`config.mk`:
```
export PLATFORM = sky130hd
export DESIGN_NAME = paddle_painter
export DESIGN_NICKNAME = d
export VERILOG_FILES = /design/src/rtl/paddle_pkg.sv /design/src/rtl/btn_sync.sv /design/src/rtl/paddle_painter.sv
export SDC_FILE = /design/constraint.sdc
export NUM_CORES = 1
export LEC_CHECK = 0
export CAP_MARGIN = 20
export CORE_ASPECT_RATIO = 0.5
export CORE_MARGIN = 1
export CORE_UTILIZATION = 50
export DETAILED_ROUTE_END_ITERATION = 10
export GPL_TIMING_DRIVEN = 0
export PLACE_DENSITY_LB_ADDON = 0.25
export SLEW_MARGIN = 20
export SYNTH_ARGS = -nofsm -noshare
export SYNTH_HDL_FRONTEND = slang
export SYNTH_SLANG_ARGS = --single-unit
```
`constraint.sdc`:
```
create_clock -name clk -period 5.8 [get_ports clk]
set_clock_uncertainty 0.1 [all_clocks]
set_input_delay 0.58 -clock clk [delete_from_list [all_inputs] [get_ports clk]]
set_output_delay 0.58 -clock clk [all_outputs]
set_load 0.01 [all_outputs]
```
`src/rtl/paddle_pkg.sv`:
```
// Shared constants and types for the paddle painter.
//   - screen geometry and derived framebuffer size
//   - paddle geometry and start position
//   - RGB111 colour codes
//   - painter FSM state enumeration
package paddle_pkg;

  localparam int unsigned SCR_X     = 160;
  localparam int unsigned SCR_Y     = 128;
  localparam int unsigned FB_SIZE   = SCR_X * SCR_Y;  // 20480

  localparam int unsigned PADDLE_W  = 16;
  localparam int unsigned PADDLE_Y  = 120;
  localparam int unsigned PADDLE_X0 = 72;

  localparam int unsigned ADDR_W    = 15;
  localparam int unsigned POS_W     = 8;
  localparam int unsigned NUM_BTN   = 2;    // [0] = right, [1] = left

  localparam logic [2:0]  COLOR_BG  = 3'b000;
  localparam logic [2:0]  COLOR_PAD = 3'b111;

  typedef enum logic [1:0] {
    CLEAR = 2'd0,
    IDLE  = 2'd1,
    ERASE = 2'd2,
    DRAW  = 2'd3
  } state_e;

endpackage

```
`src/rtl/btn_sync.sv`:
```
// Two-flop synchronizer for one asynchronous, active-high button.
//   clk     : destination clock
//   rst     : asynchronous active-low reset, clears both stages
//   async_i : raw button level
//   sync_o  : button level in the clk domain, two cycles of latency
module btn_sync (
  input  logic clk,
  input  logic rst,
  input  logic async_i,
  output logic sync_o
);

  logic meta_q;
  logic sync_q;

  always_ff @(posedge clk or negedge rst) begin
    if (!rst) begin
      meta_q <= 1'b0;
      sync_q <= 1'b0;
    end else begin
      meta_q <= async_i;
      sync_q <= meta_q;
    end
  end

  assign sync_o = sync_q;

endmodule

```
`src/rtl/paddle_painter.sv`:
```
// Paddle painter: clears the framebuffer after reset, draws a horizontal
// paddle, and on each accepted move erases the paddle at its old x and
// redraws it one pixel left or right. One framebuffer write per cycle.
//   clk, rst     : clock, asynchronous active-low reset
//   move_tick    : one-cycle move strobe (clk domain), honoured only in IDLE
//   btn_r, btn_l : asynchronous move requests, synchronized internally
//   mem_px_addr  : write address y*SCREEN_X+x (registered)
//   mem_px_data  : write pixel code (registered)
//   px_wr        : write enable (registered)
//   busy         : high while a write sequence is on the wires
//   pos_x        : current paddle left x
module paddle_painter
  import paddle_pkg::*;
#(
  parameter int unsigned SCREEN_X  = SCR_X,
  parameter int unsigned SCREEN_Y  = SCR_Y,
  parameter int unsigned PAD_W     = PADDLE_W,   // assumed >= 2
  parameter int unsigned PAD_Y     = PADDLE_Y,
  parameter int unsigned START_X   = PADDLE_X0,
  parameter logic [2:0]  BG_COLOR  = COLOR_BG,
  parameter logic [2:0]  PAD_COLOR = COLOR_PAD
) (
  input  logic              clk,
  input  logic              rst,
  input  logic              move_tick,
  input  logic              btn_r,
  input  logic              btn_l,
  output logic [ADDR_W-1:0] mem_px_addr,
  output logic [2:0]        mem_px_data,
  output logic              px_wr,
  output logic              busy,
  output logic [POS_W-1:0]  pos_x
);

  localparam logic [ADDR_W-1:0] FB_LAST  = ADDR_W'(SCREEN_X * SCREEN_Y - 1);
  localparam logic [ADDR_W-1:0] ROW_BASE = ADDR_W'(PAD_Y * SCREEN_X);
  localparam logic [ADDR_W-1:0] PAD_LAST = ADDR_W'(PAD_W - 1);
  localparam logic [POS_W-1:0]  X_MAX    = POS_W'(SCREEN_X - PAD_W);
  localparam logic [POS_W-1:0]  X_START  = POS_W'(START_X);

  // ---------------------------------------------------------------------
  // Button synchronizers
  // ---------------------------------------------------------------------
  logic [NUM_BTN-1:0] btn_async;
  logic [NUM_BTN-1:0] btn_s;

  assign btn_async = {btn_l, btn_r};

  for (genvar gi = 0; gi < NUM_BTN; gi++) begin : g_sync
    btn_sync u_sync (
      .clk     (clk),
      .rst     (rst),
      .async_i (btn_async[gi]),
      .sync_o  (btn_s[gi])
    );
  end

  logic sync_r;
  logic sync_l;
  assign sync_r = btn_s[0];
  assign sync_l = btn_s[1];

  // ---------------------------------------------------------------------
  // State
  // ---------------------------------------------------------------------
  state_e            state_q, state_d;
  logic [ADDR_W-1:0] cnt_q,   cnt_d;    // CLEAR address / paddle pixel index
  logic [POS_W-1:0]  pos_q,   pos_d;
  logic [POS_W-1:0]  nx_q,    nx_d;     // x the paddle moves to after ERASE
  logic              wr_q,    wr_d;
  logic [ADDR_W-1:0] addr_q,  addr_d;
  logic [2:0]        data_q,  data_d;
  logic              busy_q,  busy_d;

  logic [ADDR_W-1:0] pad_base;
  logic [ADDR_W-1:0] pad_addr;
  logic              pad_last;
  logic              go_right;
  logic              go_left;

  assign pad_base = ROW_BASE + ADDR_W'(pos_q);
  assign pad_addr = pad_base + cnt_q;
  assign pad_last = (cnt_q == PAD_LAST);

  // Opposing or absent requests, or a move past an edge, leave IDLE alone.
  assign go_right = move_tick &&  sync_r && !sync_l && (pos_q < X_MAX);
  assign go_left  = move_tick &&  sync_l && !sync_r && (pos_q != '0);

  always_ff @(posedge clk or negedge rst) begin
    if (!rst) begin
      state_q <= CLEAR;
      cnt_q   <= '0;
      pos_q   <= X_START;
      nx_q    <= X_START;
      wr_q    <= 1'b0;
      addr_q  <= '0;
      data_q  <= '0;
      busy_q  <= 1'b1;
    end else begin
      state_q <= state_d;
      cnt_q   <= cnt_d;
      pos_q   <= pos_d;
      nx_q    <= nx_d;
      wr_q    <= wr_d;
      addr_q  <= addr_d;
      data_q  <= data_d;
      busy_q  <= busy_d;
    end
  end

  // Every state emits the write for the current counter value into the
  // output registers, so the write is on the wires one cycle after the edge
  // that produced it. The first erase pixel is emitted by the accepting
  // IDLE edge itself, which makes a move exactly 2*PAD_W back-to-back writes.
  always_comb begin
    state_d = state_q;
    cnt_d   = cnt_q;
    pos_d   = pos_q;
    nx_d    = nx_q;
    wr_d    = 1'b0;
    addr_d  = addr_q;
    data_d  = data_q;

    unique case (state_q)
      CLEAR: begin
        wr_d   = 1'b1;
        addr_d = cnt_q;
        data_d = BG_COLOR;
        if (cnt_q == FB_LAST) begin
          cnt_d   = '0;
          pos_d   = X_START;
          state_d = DRAW;
        end else begin
          cnt_d = cnt_q + ADDR_W'(1);
        end
      end

      IDLE: begin
        if (go_right || go_left) begin
          wr_d    = 1'b1;
          addr_d  = pad_base;
          data_d  = BG_COLOR;
          cnt_d   = ADDR_W'(1);
          nx_d    = go_right ? pos_q + POS_W'(1) : pos_q - POS_W'(1);
          state_d = ERASE;
        end
      end

      ERASE: begin
        wr_d   = 1'b1;
        addr_d = pad_addr;
        data_d = BG_COLOR;
        if (pad_last) begin
          cnt_d   = '0;
          pos_d   = nx_q;   // DRAW then addresses from the new x
          state_d = DRAW;
        end else begin
          cnt_d = cnt_q + ADDR_W'(1);
        end
      end

      DRAW: begin
        wr_d   = 1'b1;
        addr_d = pad_addr;
        data_d = PAD_COLOR;
        if (pad_last) begin
          cnt_d   = '0;
          state_d = IDLE;
        end else begin
          cnt_d = cnt_q + ADDR_W'(1);
        end
      end

      default: begin
        cnt_d   = '0;
        state_d = CLEAR;
      end
    endcase

    // Keep busy up until the final write of a sequence has left the wires.
    busy_d = wr_d || (state_d != IDLE);
  end

  assign mem_px_addr = addr_q;
  assign mem_px_data = data_q;
  assign px_wr       = wr_q;
  assign busy        = busy_q;
  assign pos_x       = pos_q;

endmodule

```
==> impl_metrics.yaml <==
status:
  outcome: "finished, final reports clean"
worst_setup_path:
  worstPathMaxFanout: 7
  path_class: "register to register"
  r2r_slack_ns: 3.01
  crit_top_cell: "a21oi_1"
  slowest_stage: "fa_1"
  worstPathArrival_ns: 2.91
  critPathMaxStageDelay_ns: 0.51
  start_kind: "register"
  setup.worst_path.end_class: "register"
  worstPathCellList: "o31ai_1 -> nand3_1 -> fa_1 -> a21o_1 -> a21oi_1 -> o21bai_1 -> a21oi_1 -> xor2_1 -> o21ai_0"
  crit_required_ns: 5.92
sta:
  worst_slew_pin_slew_ns: 0.701
  drv_slew: 0
  slew_headroom_pct: 53.3
  rsz0062_at_grt: "no"
  min_period_ns: 2.79
  fin_tns_setup_ns: 0
  hold_viol: 0
  fin_crit_sh_pct: 48.0
  fin_hold_ws_ns: 0.219
  clock.fmax_ghz: 0.359
  setup_violations: 0
clocking:
  cts_resized: 0
  cts-buffers-inserted: 5
  hold_buffers: 0
  clock_path_buffers: 2
  path_clk_slew_ns: 0.07
  post_cts_buffers: 0
  clock_sinks: 55
  tritoncts: "done"
  clk_latency_ns: 0.31
  cts_root_buf: "clkbuf_16"
  htreeDepth: 2
global_routing:
  grt_pass1_vias: 2878
  antenna_found_initial: 0
  grt_overflow_total: 0
  grt_usage_pct: 26.5
  grt_max_degree: 56
  grt_pass1_wl_um: 14200
final_layout:
  final_cells: 502
  diodes: 0
  fin_nets: 435
  area_growth_pct: 17.4
  final_layout_size_suffix_gt1_share_pct: 8.94
synth:
  yosysTopAreaCell: "dfrtp_1"
  synth_flop_cell: "dfrtp_1"
  yosys.cell_types.count: 66
  synthTopCellsByArea: "dfrtp_1 37%, ha_1 5.5%, o21ai_0 5.3%, nor2_1 4.6%, dfstp_2 3.9%"
  yosys_register_bits: 55
  ys_seq_area_share_pct: 40.7
  yosysWarningCount: 0
  syn_area_um2: 3390
  yosysMostFrequentCell: "dfrtp_1"
  synthCells: 374
  synth_nets: 396
  syn_avg_cell_area_um2: 9.07
  synth_top_area_share_pct: 36.9
  synth_common_cells: "50 x dfrtp_1, 42 x nor2_1, 36 x o21ai_0, 31 x nand2_1, 22 x a21oi_1"
  synthArstFlopShare_pct: 100
  synth-edff-count: 0
detailed_routing:
  drt-pass1-iter-count: 5
  route.detailed.wl_per_inst_um: 16.8
  route.vias.total: 2985
  vias_per_cell: 5.95
  drc: 0
  wirelength_um: 8430
  antenna_left: 0
  drt_iter0_drc: 215
floorplanning:
  ioPinCount: 33
  start_util_pct: 53.8
  fp.coreArea_um2: 6310
  dieArea_um2: 7140
  die_y_um: 60.3
  rows: 20
  dieWidth_um: 119
placement:
  placed_cells: 494
  gp_congestion: 0.893
  place_hpwl_um: 6130
  portBuffers: 32
flow_run:
  drv_cap: 0
pwr:
  peakVddDrop_mv: 0.101
  p_leak_uw: 0.00170
  powerDensity_nw_per_um2: 188
  p_total_uw: 750
hold_path:
  min_path_type: "primary input to async pin"
worst max-delay path: cells and delay by family (launching register included):
kind,cells,cell delay (ns)
AOI/OAI and AO/OA,6,1.11
xor gates and xnor gates,1,0.18
adders and majority gates,1,0.51
DFF,1,0.47
and+or+nand+nor,1,0.34
cells by family after synthesis:
| logic type | synth area share, % |
|---|---|
| simple gates | 18.6 |
| compound gates | 22.0 |
| flops | 40.7 |
| buf+inv | 5.16 |
| xor+xnor | 4.39 |
| fa+ha+maj | 6.71 |
| mux | 2.40 |
final cells by class:
cell class | instances | area (um2)
sequential | 55 | 1380
buffer | 19 | 111
inverter | 17 | 63.8
clock buffer | 7 | 133
timing repair buffer | 32 | 318
clock inverter | 1 | 30.0
multi-input combinational | 283 | 1840
tap | 88 | 110
fill | 544 | 2320
layer usage:
metal	wire, um	vias up	track usage, %
met5	0	-	0
met4	84	0	6.33
met3	584	9	6.87
met2	3730	112	43.7
met1	4030	1438	35.6
li1	-	1426	-
state kept, by name, indices dropped and copies added (netlist names), 2 cells and up:
name / flops
cnt_q: 15
g_sync.u_sync.meta_q: 2
g_sync.u_sync.sync_o: 2
mem_px_addr: 15
nx_q: 8
pos_x: 8
state_q: 2
stage by stage:
| stage | worst slack (ns) | util (%) | cell area [um2] |
|---|---|---|---|
| 2_1_floorplan | 3.37 | - | 3390 |
| 3_3_place_gp | 2.48 | 60.6 | 3820 |
| 3_5_place_dp | 2.73 | 60.6 | 3820 |
| 4_1_cts | 3.04 | 63.2 | 3980 |
| 5_1_grt | 2.81 | 63.2 | 3980 |
| 6_report | 3.01 | 63.2 | 3980 |
final timing paths:
| check | depth (start not counted) | endpoint | start |
|---|---|---|---|
| max in group asynchronous | 1 | mem_px_addr[11] | rst |
| max | 9 | nx_q[6] | pos_x[4] |
| max reg2reg | 9 | nx_q[6] | pos_x[4] |
| min | 1 | nx_q[0] | rst |
| min in group clk | 0 | g_sync[0].u_sync.sync_o | g_sync[0].u_sync.meta_q |
| min reg2reg | 0 | g_sync[0].u_sync.sync_o | g_sync[0].u_sync.meta_q |
layout by cell type (no fill, tap or decap), types with 3 or more instances in the layout:
master           count
a21o_1               7
dfrtp_1             50
nand3_1             13
ha_1                15
dfstp_2              5
clkdlybuf4s50_1     31
nand4_1              7
o21ai_0             36
xnor2_1              8
nand2_1             31
a21oi_1             22
a31oi_1              6
nor2b_1              4
nor4_1               4
a41oi_1              3
clkbuf_16            5
o211ai_1             3
o21a_1               5
a2111oi_0            3
buf_4                4
nor3_1               7
mux2i_1              7
clkbuf_1             8
buf_2                4
inv_1               16
xor2_1               9
buf_6                3
and3_1               4
nand2b_1             4
a211oi_1             3
nor2_1              42
power by group:
group	leakage, uW	total [uW]	internal (uW)	switching, uW
sequential	0.000644	385	385	0.485
clock	0.0000781	346	205	141
combinational	0.000979	19.2	5.96	13.2
No activity file was read; power rests on OpenSTA's default activity.
==> edit 1 (config.mk and constraints unchanged) <==
Set the package constant `POS_W` to 10 (it was 8).
--- a/src/rtl/paddle_pkg.sv
+++ b/src/rtl/paddle_pkg.sv
@@ -14,7 +14,7 @@
   localparam int unsigned PADDLE_X0 = 72;
 
   localparam int unsigned ADDR_W    = 15;
-  localparam int unsigned POS_W     = 8;
+  localparam int unsigned POS_W     = 10;
   localparam int unsigned NUM_BTN   = 2;    // [0] = right, [1] = left
 
   localparam logic [2:0]  COLOR_BG  = 3'b000;
Ports: changed (resized pos_x); port bits go from 33 to 35. The function was not compared with the original's and may differ.
==> edit 1 against the unedited design <==
- sequential cell count grew 4
- final area grew 12%
- area after synthesis grew 7.6%
- setup slack lost 0.29 ns
- non-clock buffer count grew 5
- power grew 35%
- highest routed layer unchanged
- fmax shrank 9.3%
- largest cell class unchanged
- wire length grew 9.7%
- largest power group is now the clock network
==> edit 1: results (changes against the unedited design) <==
Post-Synth Adder-Cell Area=0.0829 (was 0.0671); # hold bufs at CTS=1 (was 0); pre-CTS setup slack=2.52 ns (was 2.73 ns); Hold WS=0.255 ns (was 0.219 ns); # H-tree levels=3 (was 2); RD Place Congestion=0.914 (was 0.893); XOR/XNOR Fraction of Synth Area=0.0360 (was 0.0439); setup slack after layout=2.73 ns (was 3.01 ns); CP top delay family=simple AND/OR/NAND/NOR gates (was compound AO/OA/AOI/OAI gates); power in sequential cells=0.414 mW (was 0.385 mW); fin nets=488 (was 435); vias in the first global route=3065 (was 2878); hpwl dp=6630 um (was 6130 um); sequential area share after synthesis=0.406 (was 0.407); WL/cell=16.6 um (was 16.8 um); peak supply drop=0.132 mV (was 0.101 mV); Initial DRC Count=299 (was 215); Clock Pin Slew Worst Setup and Hold Paths=0.05 ns (was 0.07 ns); Max stage delay cell, worst path=or4_4 (was fa_1); PortBufs=34 (was 32); CTS buffer count=9 (was 5); reg-to-reg critical path startpoint=cnt_q[1] (was pos_x[4]); status=complete, no violations (unchanged); sequential share of power=0.410 (was 0.514); slowest stage delay, CP=0.60 ns (was 0.51 ns); GR Util All Layers=0.264 (was 0.265); critical path peak fanout=10 (was 7); Cell Count Post-Placement=540 (was 494); Max Root-Sink Buffers=2 (unchanged); Leak Pwr=1.88 nW (was 1.70 nW); Syn Area/Cell=8.84 um2 (was 9.07 um2); postcts setup bufs=0 (unchanged); maximum number of pins on one net before global-route repair=59 (was 56); syn nets=441 (was 396); share of layout cells above drive strength 1=0.0753 (was 0.0894); Area after DPL=4130 um2 (was 3820 um2); Filler cells=590 (was 544); Worst EP arrival=3.17 ns (was 2.91 ns); fraction of the mapped netlist area in compound gates=0.228 (was 0.220); Post-synth top cells=dfrtp_1 (54), o21ai_0 (40), nand2_1 (39) (was dfrtp_1 (50), nor2_1 (42), o21ai_0 (36)); Sw Ratio=0.200 (was 0.207); synth top area cells=dfrtp_1 (37%), ha_1 (7.2%), o21ai_0 (5.5%), a21oi_1 (4.1%), nand2_1 (4.0%) (was dfrtp_1 (37%), ha_1 (5.5%), o21ai_0 (5.3%), nor2_1 (4.6%), dfstp_2 (3.9%)); Ys Warns=0 (unchanged); Min-Delay Path Class=reg -> reg (was in -> async); vias post-DR=3290 (was 2985); Routed WL=9240 um (was 8430 um)
[edit 1: path summary, 6_finish.rpt]
kind	end	cells after the start
hold reg to reg	g_sync[1].u_sync.sync_o	0
hold / removal	g_sync[1].u_sync.sync_o	0
setup reg to reg	cnt_q[11]	8
min in group asynchronous	nx_q[0]	2
setup / recovery	cnt_q[11]	8
max in group asynchronous	busy	3
[edit 1: layout make-up]
cell class              count  area [um2]  area share
multi-input cells         309        1980       0.444
flip-flops and latches     59        1480       0.332
repair buffers             36         375      0.0841
clock buffers              11         243      0.0544
well taps                  92         115      0.0258
inverters                  25        93.8      0.0210
plain buffers              20        92.6      0.0207
clock inverters             5        77.6      0.0174
[edit 1: per-layer routing]
metal / vias up / GRT usage / part of all wire
li1: 1587 / - / -
met1: 1578 / 0.381 / 0.47
met2: 116 / 0.397 / 0.44
met3: 9 / 0.0566 / 0.072
met4: 0 / 0.0777 / 0.0087
met5: - / 0 / 0
==> edit 2 (config.mk and constraints unchanged) <==
Made on the original files. The output `px_wr` loses its register stage (`wr_q` becomes a continuous assignment).
--- a/src/rtl/paddle_painter.sv
+++ b/src/rtl/paddle_painter.sv
@@ -92,7 +92,6 @@
       cnt_q   <= '0;
       pos_q   <= X_START;
       nx_q    <= X_START;
-      wr_q    <= 1'b0;
       addr_q  <= '0;
       data_q  <= '0;
       busy_q  <= 1'b1;
@@ -101,12 +100,13 @@
       cnt_q   <= cnt_d;
       pos_q   <= pos_d;
       nx_q    <= nx_d;
-      wr_q    <= wr_d;
       addr_q  <= addr_d;
       data_q  <= data_d;
       busy_q  <= busy_d;
     end
   end
+
+  assign wr_q = wr_d;
 
   // Every state emits the write for the current counter value into the
   // output registers, so the write is on the wires one cycle after the edge
Function: changed (a bounded check fails within 4 cycles, from zero or initial values and one cycle with rst low).
==> edit 2 against the unedited design <==
- final cell count decreased by 0.20%
- area after synthesis decreased by 0.74%
- hold slack got worse by 0.0024 ns
- wire length decreased by 1.2%
- setup slack got worse by 0.54 ns
- sequential cell count decreased by 1
- final area decreased by 0.66%
- fmax decreased by 16%
- power decreased by 3.6%
- count of clock-buffer cells in the layout unchanged
==> edit 2: results (changes against the unedited design) <==
status=complete, no violations (unchanged); Worst Path Class, Setup=reg -> out (was reg -> reg); sequential area share after synthesis=0.403 (was 0.407); relative slew slack=0.539 (was 0.533); synth top area cells=dfrtp_1 (36%), ha_1 (5.6%), o21ai_0 (5.3%), nor2_1 (4.7%), dfstp_2 (3.9%) (was dfrtp_1 (37%), ha_1 (5.5%), o21ai_0 (5.3%), nor2_1 (4.6%), dfstp_2 (3.9%)); WL/cell=16.6 um (was 16.8 um); Async S/R FF share, synth=1.00 (unchanged); reg-to-reg critical path startpoint=pos_x[4] (unchanged); Sw Ratio=0.214 (was 0.207); antenna violations before repair=0 (unchanged); # hold bufs at CTS=0 (unchanged); Leak Pwr=1.69 nW (was 1.70 nW); vias in the first global route=2653 (was 2878); slowest stage delay, CP=0.59 ns (was 0.51 ns); Worst EP arrival=2.65 ns (was 2.91 ns); peak supply drop=0.0915 mV (was 0.101 mV); critical path peak fanout=10 (was 7); Post-synth top cells=dfrtp_1 (49), nor2_1 (42), o21ai_0 (36) (was dfrtp_1 (50), nor2_1 (42), o21ai_0 (36)); postcts setup bufs=0 (unchanged); RD Place Congestion=0.935 (was 0.893); fin nets=434 (was 435); Max Root-Sink Buffers=2 (unchanged); Root Driver=clkbuf_16 (unchanged); Max stage delay cell, worst path=or4_4 (was fa_1); maximum number of pins on one net before global-route repair=55 (was 56); vias per cell=5.94 (was 5.95); Ys Warns=0 (unchanged); syn nets=395 (was 396); drt pass-1 iters=6 (was 5); GR Util All Layers=0.252 (was 0.265); share of layout cells above drive strength 1=0.0944 (was 0.0894); CTS buffer count=5 (unchanged); CP Launch Point=pos_x[1] (was pos_x[4]); hpwl dp=6020 um (was 6130 um); CP top delay family=buffers and inverters (was compound AO/OA/AOI/OAI gates); Initial DRC Count=172 (was 215); first-pass GRT wire length=13500 um (was 14200 um)
-- edit 2: cell types whose count changed in the layout (fill, tap and decap cells not counted), sizes merged --
cell,delta
bufinv,-1
clkinv,+1
dfrtp,-1
-- edit 2: final cells by class --
| class | instances | area [um2] |
|---|---|---|
| plain buffers | 19 | 111 |
| clock buffers | 7 | 153 |
| clock inverters | 1 | 8.76 |
| fillers | 538 | 2320 |
| inverters | 17 | 63.8 |
| multi-input cells | 283 | 1840 |
| flip-flops and latches | 54 | 1360 |
| well taps | 88 | 110 |
| repair buffers | 32 | 318 |
-- edit 2: power by group through the flow --
stage / Sequential [mW] / Clock (mW) / Combinational (mW)
2_1_floorplan: 0.385 / 0 / 0.00747
3_3_place_gp: 0.386 / 0 / 0.0193
3_5_place_dp: 0.386 / 0 / 0.0198
4_1_cts: 0.378 / 0.328 / 0.0199
5_1_grt: 0.378 / 0.345 / 0.0223
6_report: 0.378 / 0.326 / 0.0192
-- edit 2: per-layer routing --
metal  part of all wire  vias up  global-route usage
met4              0.012        0              0.0824
met5                  0        -                   0
li1                   -     1415                   -
met3              0.066       11              0.0487
met1               0.50     1461               0.358
met2               0.42       90               0.389
-- edit 2: logic make-up (layout without fill, tap and decap cells) --
group / after synthesis / in the layout / share of synthesized area
xor+xnor: 17 / 17 / 0.0442
flops: 54 / 54 / 0.403
buf+inv: 36 / 76 / 0.0520
mux: 8 / 8 / 0.0241
fa+ha+maj: 17 / 17 / 0.0676
compound gates: 110 / 110 / 0.222
simple gates: 131 / 131 / 0.187
-- edit 2: through the flow --
stage	total power, mW	std cells	instance area, um2	worst slack, ns
floorplan	0.393	373	3370	3.37
global placement	0.405	493	3800	2.43
detailed placement	0.405	493	3800	2.71
CTS	0.726	501	3960	2.49
global route	0.746	501	3960	2.39
finish	0.723	501	3960	2.47
-- edit 2: final timing paths --
path | end | slack, ns | cells past startpoint
worst max-delay path | px_wr | 2.47 | 6
worst min-delay path | mem_px_addr[4] | 0.22 | 1
worst max register to register | nx_q[7] | 3.03 | 9
worst min register to register | g_sync[0].u_sync.sync_o | 0.26 | 0
max in group asynchronous | mem_px_addr[3] | 4.91 | 1
min in group clk | g_sync[0].u_sync.sync_o | 0.26 | 0
